==> src/rtl/truth_table_pkg.sv <==
// -----------------------------------------------------------------------------
// truth_table_pkg
//
// Shared definitions for the truth-table sweeper:
//   - state_e       : sequencer states (IDLE, DRIVE, DONE)
//   - tt_w()        : truth-table width for a given input count (2^n_in)
//   - cnt_w()       : on-set counter width for a given input count (n_in+1)
//   - settle_cnt_w(): register width of the settle counter for a SETTLE value
//   - legal-range limits for N_IN and SETTLE
// -----------------------------------------------------------------------------
package truth_table_pkg;

  localparam int N_IN_MIN   = 1;
  localparam int N_IN_MAX   = 8;
  localparam int SETTLE_MIN = 1;

  typedef enum logic [1:0] {
    IDLE  = 2'd0,
    DRIVE = 2'd1,
    DONE  = 2'd2
  } state_e;

  // One table bit per minterm.
  function automatic int tt_w(input int n_in);
    return 1 << n_in;
  endfunction

  // Needs one extra bit so an all-ones function (2^n_in) fits.
  function automatic int cnt_w(input int n_in);
    return n_in + 1;
  endfunction

  // A SETTLE of 1 still gets a 1-bit register so the counter has a legal width.
  function automatic int settle_cnt_w(input int settle);
    return (settle > 1) ? $clog2(settle) : 1;
  endfunction

endpackage

==> src/rtl/tt_settle_counter.sv <==
// -----------------------------------------------------------------------------
// tt_settle_counter
//
// Modulo-SETTLE counter that paces the sweeper: it counts 0..SETTLE-1 while
// enabled and flags the terminal count, which is the cycle on which the
// function-under-test output is sampled.
//
// Ports:
//   clk      in  rising-edge clock
//   rst      in  asynchronous active-high reset
//   i_clear  in  synchronous clear to 0 (takes priority over i_en)
//   i_en     in  advance the count
//   o_tc     out count is at SETTLE-1 (combinational from the register)
// -----------------------------------------------------------------------------
module tt_settle_counter
  import truth_table_pkg::*;
#(
  parameter int SETTLE = 1
) (
  input  logic clk,
  input  logic rst,
  input  logic i_clear,
  input  logic i_en,
  output logic o_tc
);

  localparam int            CW   = settle_cnt_w(SETTLE);
  localparam logic [CW-1:0] LAST = CW'(SETTLE - 1);

  logic [CW-1:0] r_count;

  assign o_tc = (r_count == LAST);

  // NOTE: sequential state is written only with non-blocking assignments so
  // every flop samples the pre-edge values, independent of block ordering.
  always_ff @(posedge clk or posedge rst) begin
    if (rst) begin
      r_count <= '0;
    end else if (i_clear) begin
      r_count <= '0;
    end else if (i_en) begin
      if (o_tc) begin
        r_count <= '0;
      end else begin
        r_count <= r_count + CW'(1);
      end
    end
  end

endmodule

==> src/rtl/truth_table_sweeper.sv <==
// -----------------------------------------------------------------------------
// truth_table_sweeper
//
// Drives an external N_IN-input, single-output combinational function through
// every input vector 0..2^N_IN-1 in ascending order, holding each vector for
// SETTLE cycles and sampling the function output on the last cycle of that
// window. The samples build a packed truth table (bit m = f(m)) and an on-set
// count. A sweep can be aborted, leaving the partial table in place.
//
// Parameters:
//   N_IN    function input count, 1..8
//   SETTLE  cycles each vector is held before it is sampled, >= 1
//
// Ports:
//   clk          in   rising-edge clock
//   rst          in   asynchronous active-high reset
//   i_start      in   one-cycle start pulse, honoured only while idle
//   i_abort      in   stop a sweep in progress (no done pulse)
//   o_fut_x      out  vector applied to the function (holds when not driving)
//   i_fut_y      in   function output
//   o_busy       out  sweep in progress
//   o_done       out  one-cycle pulse after the last vector is sampled
//   o_tt         out  captured truth table
//   o_ones       out  number of 1s captured in the current sweep
//
// Optional feature, enabled by defining TT_COMPARE_EN:
//   i_golden     in   expected truth table
//   o_mismatch   out  a captured bit differed from i_golden in this sweep
//   o_first_bad  out  lowest minterm that differed
// -----------------------------------------------------------------------------
module truth_table_sweeper
  import truth_table_pkg::*;
#(
  parameter  int N_IN   = 6,
  parameter  int SETTLE = 1,
  localparam int TT_W   = tt_w(N_IN),
  localparam int CNT_W  = cnt_w(N_IN)
) (
  input  logic             clk,
  input  logic             rst,
  input  logic             i_start,
  input  logic             i_abort,
  output logic [N_IN-1:0]  o_fut_x,
  input  logic             i_fut_y,
`ifdef TT_COMPARE_EN
  input  logic [TT_W-1:0]  i_golden,
  output logic             o_mismatch,
  output logic [N_IN-1:0]  o_first_bad,
`endif
  output logic             o_busy,
  output logic             o_done,
  output logic [TT_W-1:0]  o_tt,
  output logic [CNT_W-1:0] o_ones
);

  // Elaboration-time guard on the parameter ranges.
  if (N_IN < N_IN_MIN || N_IN > N_IN_MAX || SETTLE < SETTLE_MIN) begin : g_param_check
    $error("truth_table_sweeper: N_IN must be 1..8 and SETTLE must be >= 1");
  end

  state_e           r_state;
  state_e           w_next_state;
  logic [N_IN-1:0]  r_m;
  logic [TT_W-1:0]  r_tt;
  logic [CNT_W-1:0] r_ones;

  logic w_in_drive;
  logic w_accept;
  logic w_last;
  logic w_tc;
  logic w_sample;

  assign w_in_drive = (r_state == DRIVE);
  assign w_accept   = (r_state == IDLE) && i_start;
  assign w_last     = (r_m == {N_IN{1'b1}});
  // Abort wins over the sample: the minterm being sampled is not written.
  assign w_sample   = w_in_drive && !i_abort && w_tc;

  tt_settle_counter #(
    .SETTLE (SETTLE)
  ) u_settle (
    .clk     (clk),
    .rst     (rst),
    .i_clear (w_accept),
    .i_en    (w_in_drive && !i_abort),
    .o_tc    (w_tc)
  );

  // ---------------------------------------------------------------------------
  // FSM
  // ---------------------------------------------------------------------------
  always_ff @(posedge clk or posedge rst) begin
    if (rst) begin
      r_state <= IDLE;
    end else begin
      r_state <= w_next_state;
    end
  end

  // NOTE: every signal driven here gets a default first, so no path through
  // the case statement can leave one unassigned and infer a latch.
  always_comb begin
    w_next_state = r_state;
    o_busy       = 1'b0;
    o_done       = 1'b0;
    unique case (r_state)
      IDLE: begin
        if (i_start) begin
          w_next_state = DRIVE;
        end
      end
      DRIVE: begin
        o_busy = 1'b1;
        if (i_abort) begin
          w_next_state = IDLE;
        end else if (w_sample && w_last) begin
          w_next_state = DONE;
        end
      end
      DONE: begin
        o_done       = 1'b1;
        w_next_state = IDLE;
      end
      default: begin
        w_next_state = IDLE;
      end
    endcase
  end

  // ---------------------------------------------------------------------------
  // Minterm index, truth table and on-set count
  // ---------------------------------------------------------------------------
  // The terminal check precedes the increment, so r_m stops at 2^N_IN-1 and
  // never wraps. Because it is only touched by accept/sample, it also serves
  // as the held output vector outside DRIVE.
  always_ff @(posedge clk or posedge rst) begin
    if (rst) begin
      r_m    <= '0;
      r_tt   <= '0;
      r_ones <= '0;
    end else if (w_accept) begin
      r_m    <= '0;
      r_tt   <= '0;
      r_ones <= '0;
    end else if (w_sample) begin
      r_tt[r_m] <= i_fut_y;
      r_ones    <= r_ones + CNT_W'(i_fut_y);
      if (!w_last) begin
        r_m <= r_m + N_IN'(1);
      end
    end
  end

  assign o_fut_x = r_m;
  assign o_tt    = r_tt;
  assign o_ones  = r_ones;

  // ---------------------------------------------------------------------------
  // Optional golden-table comparison: latches the first differing minterm.
  // ---------------------------------------------------------------------------
`ifdef TT_COMPARE_EN
  logic            r_mismatch;
  logic [N_IN-1:0] r_first_bad;

  always_ff @(posedge clk or posedge rst) begin
    if (rst) begin
      r_mismatch  <= 1'b0;
      r_first_bad <= '0;
    end else if (w_accept) begin
      r_mismatch  <= 1'b0;
      r_first_bad <= '0;
    end else if (w_sample && !r_mismatch && (i_fut_y != i_golden[r_m])) begin
      r_mismatch  <= 1'b1;
      r_first_bad <= r_m;
    end
  end

  assign o_mismatch  = r_mismatch;
  assign o_first_bad = r_first_bad;
`endif

endmodule

==> config.mk <==
export PLATFORM = sky130hd
export DESIGN_NAME = truth_table_sweeper
export DESIGN_NICKNAME = d
export VERILOG_FILES = /design/src/rtl/truth_table_pkg.sv /design/src/rtl/tt_settle_counter.sv /design/src/rtl/truth_table_sweeper.sv
export SDC_FILE = /design/constraint.sdc
export NUM_CORES = 1
export LEC_CHECK = 0
export ABC_AREA = 1
export CORE_MARGIN = 4
export CORE_UTILIZATION = 53
export CTS_BUF_LIST = sky130_fd_sc_hd__clkbuf_16
export DETAILED_ROUTE_END_ITERATION = 8
export PLACE_DENSITY = 0.89
export SYNTH_ARGS = -nofsm -noshare
export SYNTH_HDL_FRONTEND = slang
export SYNTH_SLANG_ARGS = --single-unit
==> constraint.sdc <==
create_clock -name clk -period 3.1 [get_ports clk]
set_clock_uncertainty 0.1 [all_clocks]
set_input_delay 0.62 -clock clk [delete_from_list [all_inputs] [get_ports clk]]
set_output_delay 0.62 -clock clk [all_outputs]
set_load 0.03 [all_outputs]
---- Yosys cells after proc, flatten, opt, wreduce, memory -nomap -nowiden ----
Cells that the tools add are included.
operators by class
  add/subtract/negate cells ............... 3
  magnitude comparators ................... 2
  equal/unequal tests ..................... 6
  mux-type cells .......................... 19
  bitwise operators ....................... 1
  reductions and logical operators ........ 11
operators with widths
  cell                                                                          number
  64-bit 2-to-1 mux                                                             2
  64-bit bitwise mux                                                            1
  6-bit 2-to-1 mux                                                              3
  7-bit 2-to-1 mux                                                              2
  7-bit by 1-bit adder with 7-bit output                                        1
  6-bit by 7-bit less-than comparator with 1-bit output, second input constant  1
  6-bit by 1-bit adder with 6-bit output, second input constant                 1
  1-bit demux with 6-bit select                                                 1
  6-bit equality test, second input constant                                    1
  6-bit by 1-bit >= comparator with 1-bit output, second input constant         1
  1-bit 2-to-1 mux                                                              6
  2-bit 2-to-1 mux                                                              3
  1-bit logical AND                                                             5
  2-bit one-hot mux with 2 select lines                                         1
  2-bit AND reduction                                                           2
  2-bit nonzero test                                                            2
  3-bit by 2-bit != test with 1-bit output, second input constant               1
  2-bit by 1-bit equality test with 1-bit output, second input constant         1
  2-bit equality test, second input constant                                    1
  2-bit logical NOT                                                             1
  2-bit by 1-bit != test with 1-bit output, second input constant               1
  2-bit != test, second input constant                                          1
  1-bit adder, second input constant                                            1
  1-bit logical NOT                                                             1
  1-bit NOT                                                                     1
word-level totals
  flip-flop bits (word level) ............. 80
  output and inout bits ................... 79
  word-level logic and storage cells ...... 47

---- Depth between registers and ports, before layout ----
  depth after elaboration ................. 7
  depth in mapped cells ................... 9

---- Cells and area by module ----
Synthesis repeated with hierarchy kept, for this count alone.
unflattened totals
  cells, all modules ...................... 685
  area total of the unflattened synthesis .. 4503.1 um^2
modules (own cells, without submodules)
  module               instances  cells each  area an instance (um^2)
  truth_table_sweeper  1          683         4491.8
  tt_settle_counter    1          2           11.3

---- Worst setup path before layout ----
OpenSTA, ideal clock, no wires.
  path kind ............................... reg-to-output
  start ................................... register r_state[0]
  end ..................................... output o_busy
  arrival time ............................ 0.878 ns
  data required time ...................... 2.380 ns
  slack ................................... 1.502 ns
  cell stages (with the launch flop) ...... 3
  path through ............................ dfrtp_1 inv_1 nor2_1
on the way
  cells in the longest elaborated chain, start to end .. 2
ends and longest elaborated chain
  item                                            RTL line                    RTL
  from (decl)                                     truth_table_sweeper.sv:61   state_e r_state;
  from (signal assigned)                          truth_table_sweeper.sv:96   r_state <= w_next_state;
  2-bit by 1-bit equality test with 1-bit output  truth_table_sweeper.sv:106  unique case (r_state)
  1-bit 2-to-1 mux                                truth_table_sweeper.sv:106
  to (decl)                                       truth_table_sweeper.sv:50   output logic o_busy,
Every way passes these cells.

---- Worst setup path in the final report ----
  start ................................... register r_m[2], in the netlist o_fut_x[2]
  end ..................................... output o_fut_x[2]
RTL lines
  item                    RTL line                    RTL
  from (decl)             truth_table_sweeper.sv:63   logic [N_IN-1:0] r_m;
  from (signal assigned)  truth_table_sweeper.sv:149  r_m <= r_m + N_IN'(1);
  to (decl)               truth_table_sweeper.sv:43   output logic [N_IN-1:0] o_fut_x,
No word-level cell between the ends.

==> key figures <==
Outcome
  – Outcome: complete, no violations

Placed design
  – Post-DP HPWL: 7.57 mm
  – RePlAce Congestion: 0.891
  – Port Buffers: 83

Global route
  – Largest net degree at the start of global routing: 80
  – Met3 Track Usage GR: 0.0563
  – Number of global-route vias before repair: 4,170
  – GR Util met1: 0.301
  – Gr usage total: 0.234
  – Initial antenna violation count: 0
  – First-pass GRT wire length: 18.8 mm
  – Global route total overflow: 0
  – Grt met2 use: 0.388
  – GR peak layer: met2

Timing
  – Final-report setup violation count: 0
  – Setup repair after global routing missed its margin: no
  – Max-slew headroom: 0.570
  – Setup_tns: 0 ps
  – Tmin final: 2340 ps
  – Least-Margin Pin Slew: 644 ps
  – Max Freq: 427 MHz
  – Final Cycle Share: 0.756
  – Final Hold Viols: 0
  – Fin. max-slew vios: 0

Flow run
  – Max-Cap Viols: 0

Layout
  – Final Net Count: 753
  – N_diodes: 0
  – Leading cell type in the layout, fill and taps excluded: nand2_1
  – Layout Utilization: 0.681
  – Commonest cells after routing, fill and taps aside: 294 x nand2_1, 90 x inv_1, 83 x nand3_1, 83 x clkdlybuf4s50_1, 79 x dfrtp_1
  – Share of cells above drive strength 1: 0.0335
  – Layout fillers: 677
  – Flip-flop and latch area: 1980 sq um
  – Area Growth Syn to Fin: 24.5%
  – Area of the multi-input gates: 1980 sq um

Pwr
  – PwrDens: 444 nW/um^2
  – Seq pwr share: 0.448
  – Total power: 2.48 mW
  – P_leak: 3.17 nW
  – Switching part of the total power: 0.306
  – Internal Pwr Total: 1.72 mW
  – Maximum VDD drop: 270 uV
  – Logic pwr share: 0.191
  – Sw Pwr: 0.760 mW
  – Clock share of power: 0.361

CTS
  – Hold buffer count at CTS: 0
  – Clock transition at path regs: 60 ps
  – Setup Fix Bufs, Post-CTS: 0
  – Clock Tree Buf Depth: 2
  – Total CTS buffers: 9
  – TritonCTS clock tree: done
  – Cts repair resizes: 0
  – H-tree depth: 3
  – Clk_lat worst skew: 330 ps
  – Clock tree sinks: 79
  – Root buffer cell: clkbuf_16

Die
  – Starting Density: 0.547
  – Die Y-Extent: 100 um
  – Die area: 10,000 sq um
  – Core Area: 8220 sq um
  – Num rows: 33
  – IO Pins: 84
  – Die W: 100 um

Drt
  – Routed wire length: 11.3 mm
  – DR WL/cell: 13.2 um
  – DR vias: 4,344
  – Final ANT Viol Nets: 0
  – DR pass1 iterations: 5
  – Via density per instance: 5.10
  – DRC: 0
  – DRT iter0 DRCs: 307

Critical path
  – Critical path cell sequence: clkdlybuf4s50_1
  – Startpoint types: register
  – WP buf/inv: 1
  – CP Class: register to primary output
  – WP data required: 2380 ps
  – FF-to-FF End: o_tt[28]
  – Crit path capture type: primary output
  – R2R cell count: 6
  – Crit Path Max Fanout: 10
  – R2R Setup Slk: 1310 ps
  – CP max-delay cell: clkdlybuf4s50_1
  – Reg2reg start: o_fut_x[0]
  – Max incr delay on CP: 740 ps
  – CP arrival: 1620 ps
  – Crit-path leading delay family: buffers and inverters

Hold path
  – HP Class: register to register
  – Hold path cells: 2
  – WHS Endpoint: o_ones[6]
  – Hold path startpoint: o_ones[6]

Synth
  – Ys Warns: 0
  – Syn_area_per_cell: 6.65 sq um
  – Syn Nets: 684
  – Cells after synthesis: 675
  – Distinct cells, synth: 18
  – Sequential-to-total area share from yosys stat: 0.440
  – Register bit total from synthesis: 79
  – Mapped cell area: 4490 sq um
==> Yosys cell counts <==
cell	instances	area, sq um
buf_6	2	22.5
o21ai_0	3	15.0
nand2_2	1	6.26
nand3_2	2	20.0
nor2_4	2	22.5
nand4_1	5	31.3
inv_1	89	334
o21ai_1	1	5.00
buf_2	20	100
nand3_4	1	17.5
nand2_1	294	1100
ha_1	4	50.1
nor2_1	75	282
a21oi_1	3	15.0
dfrtp_1	79	1980
buf_4	9	67.6
nand3_1	83	415
inv_2	2	7.51
==> final cells by class <==
type | count | area share
repair buffers | 89 | 0.163
multi-input cells | 474 | 0.355
flip-flops and latches | 79 | 0.353
well taps | 105 | 0.0235
clock buffers | 9 | 0.0403
inverters | 91 | 0.0613
clock inverters | 5 | 0.00358
==> worst max path at each step <==
stage,start,to,slack (ps),depth (start not counted)
after CTS,o_fut_x[2],o_fut_x[2],760,1
after floorplan,rst,o_fut_x[0],360,1
final,o_fut_x[2],o_fut_x[2],760,1
after global routing,o_fut_x[2],o_fut_x[2],700,1
after detailed placement,i_abort,o_ones[4],690,9
after global placement,i_abort,o_ones[4],750,9
==> registers in the layout, summed over array words and instances (netlist names) <==
signal	count
r_state	2
o_ones	7
o_fut_x	6
o_tt	64
==> stage by stage <==
stage	cell area (sq um)	hold WS, ps	worst slack [ps]	instances
after floorplan	4490	501	357	675
after global placement	5350	417	748	838
after detailed placement	5350	424	693	838
after CTS	5590	437	755	852
after global routing	5590	452	703	852
final	5590	439	756	852
==> cells by family (layout without fill, tap and decap cells) <==
family	count (synthesis)	after routing	synth area share
AO/OA/AOI/OAI	7	7	0.00780
adder cells (fa/ha/maj)	4	4	0.0111
buffers and inverters	122	194	0.118
flip-flops	79	79	0.440
AND/OR/NAND/NOR	463	463	0.423
==> tightest hold or removal path: stages, from the launching register on <==
cell	delay, ps
dfrtp_1	390
nand2_1	70
nand2_1	60
==> layer usage <==
metal | vias to the layer above | share of wire
li1 | 2168 | -
met4 | 0 | 0.022
met5 | - | 0
met3 | 25 | 0.084
met1 | 1976 | 0.42
met2 | 175 | 0.47
==> power groups by stage <==
stage	sequential, mW	combinational [mW]	clock (mW)
2_1_floorplan	1.18	0.279	0
3_3_place_gp	1.13	0.458	0
3_5_place_dp	1.13	0.470	0
4_1_cts	1.11	0.472	0.907
5_1_grt	1.12	0.515	0.961
6_report	1.11	0.474	0.896
Power figures use the tool's default switching activity.
==> RTL change, RTL diff (same settings) <==
Add a define of `TT_COMPARE_EN`.
--- a/src/rtl/truth_table_sweeper.sv
+++ b/src/rtl/truth_table_sweeper.sv
@@ -30,2 +30,4 @@
 // -----------------------------------------------------------------------------
+`define TT_COMPARE_EN
+
 module truth_table_sweeper
Ports: changed (added i_golden, o_first_bad and o_mismatch); port bits go from 84 to 155. No check against the original RTL was run, so the function may have changed too.
==> RTL change against the unedited design <==
Routed wire length is 41% higher; worst setup slack got worse by 0.23 ns; synthesized area up 14%; cell area is 26% higher; sequential cell count grew 7; via count rose by 28%; synthesized cell count is 12% higher; critical path depth increased by 11.
Power is not compared: it rests on default switching activity, and its combinational part moved more than twofold at a synthesized area within 25%.
==> RTL change: results <==
export IMPL_grt_pass1_vias=5315
export IMPL_wl_microns=15900
export IMPL_cp_max_fo=38
export IMPL_async_reset_ff_share_pct=100
export IMPL_synth_mux_area_share_pct=0
export IMPL_grt_max_degree=81
export IMPL_post_route_period_util_pct=83.1
export IMPL_dp_cells=1013
export IMPL_synth_area_leaders="dfrtp_1, nand2_1, inv_1, nand3_1, o21ai_0"
export IMPL_cts_max_level=3
export IMPL_status="complete, no violations"
export IMPL_slowest_delay_ns=0.53
export IMPL_rr_endpoint="o_first_bad[5]"
export IMPL_gp_congestion=0.830
export IMPL_syn_avg_cell_area_sq_um=6.75
export IMPL_root_buffer="clkbuf_16"
export IMPL_routed_via_density=5.41
export IMPL_finalNetCount=967
export IMPL_yosys_warnings=0
export IMPL_reg2reg_slack_ns=0.52
export IMPL_startpoint="o_fut_x[0]"
export IMPL_io_buffer_count=154
export IMPL_synth_top_area_share_pct=42.2
export IMPL_nFillCells=713
export IMPL_r2r_start="o_fut_x[0]"
export IMPL_cpLargestDelayFamily="simple AND/OR/NAND/NOR gates"
export IMPL_post_drt_wl_per_cell_microns=15.4
export IMPL_crit_path_end_kind="register"
export IMPL_drive_gt1_share_pct=6.01
export IMPL_slowest_stage="dfrtp_2"
export IMPL_drt_iter0_markers=360
export IMPL_synth_compound_area_share_pct=9.00
export IMPL_dpl_hpwl_microns=11200
export IMPL_syn_nets=828
export IMPL_ys_seq_area_share_pct=42.2
export IMPL_dp_slack_ns=0.284
export IMPL_yosys_area_share_adder_pct=0.736
export IMPL_grt_pass1_wl_microns=25500
export IMPL_ff2ff_path_depth=12
export IMPL_yosysUniqueCellTypes=26
export IMPL_grt_usage_pct=28.3
export IMPL_worstPathArrival_ns=2.69
export IMPL_max_slew_margin_pct=18.9
## RTL change: power breakdown
| group | switching (uW) | internal (uW) | total (uW) |
|---|---|---|---|
| clock | 470 | 629 | 1100 |
| combinational | 920 | 427 | 1350 |
| sequential | 94.1 | 1180 | 1280 |
## RTL change: worst min path at each step
stage	depth (start not counted)	slack (ns)	endpoint	start
after floorplan	1	0.54	o_ones[6]	o_ones[6]
after global placement	1	0.36	o_ones[6]	o_ones[6]
after detailed placement	1	0.36	o_ones[6]	o_ones[6]
after CTS	1	0.37	o_ones[6]	o_ones[6]
after global routing	1	0.41	o_ones[6]	o_ones[6]
final	1	0.38	o_ones[6]	o_ones[6]
## RTL change: per-layer routing
layer	global-route usage, %	share of wire [%]
met2	48.6	49
met4	11.6	3.3
met1	34.7	39
met5	0	0
met3	5.77	8.6
## RTL change: per-stage QoR
stage	total power [uW]	instance area, sq um
2_1_floorplan	2170	5100
3_3_place_gp	2580	6720
3_5_place_dp	2620	6720
4_1_cts	3700	7020
5_1_grt	3880	7020
6_report	3730	7020
## RTL change: kinds of logic after synthesis
group,Yosys count
compound gates,87
flops,86
fa+ha+maj,3
simple gates,399
buf+inv,181
## RTL change: area by class of cell
cell class,instances,area (sq um),area share [%]
Sequential cell,86,2150,30.7
Clock inverter,6,71.3,1.02
Tap cell,129,161,2.30
Timing Repair Buffer,165,1640,23.3
Clock buffer,9,225,3.21
Multi-Input combinational cell,489,2230,31.8
Inverter,144,542,7.72
## RTL change: worst reg2reg max path: cells and delay by family (launching register included)
family	cells	cell delay, ns
flip-flops	1	0.53
buffers and inverters	1	0.52
AND/OR/NAND/NOR	10	1.17
AO/OA/AOI/OAI	1	0.13
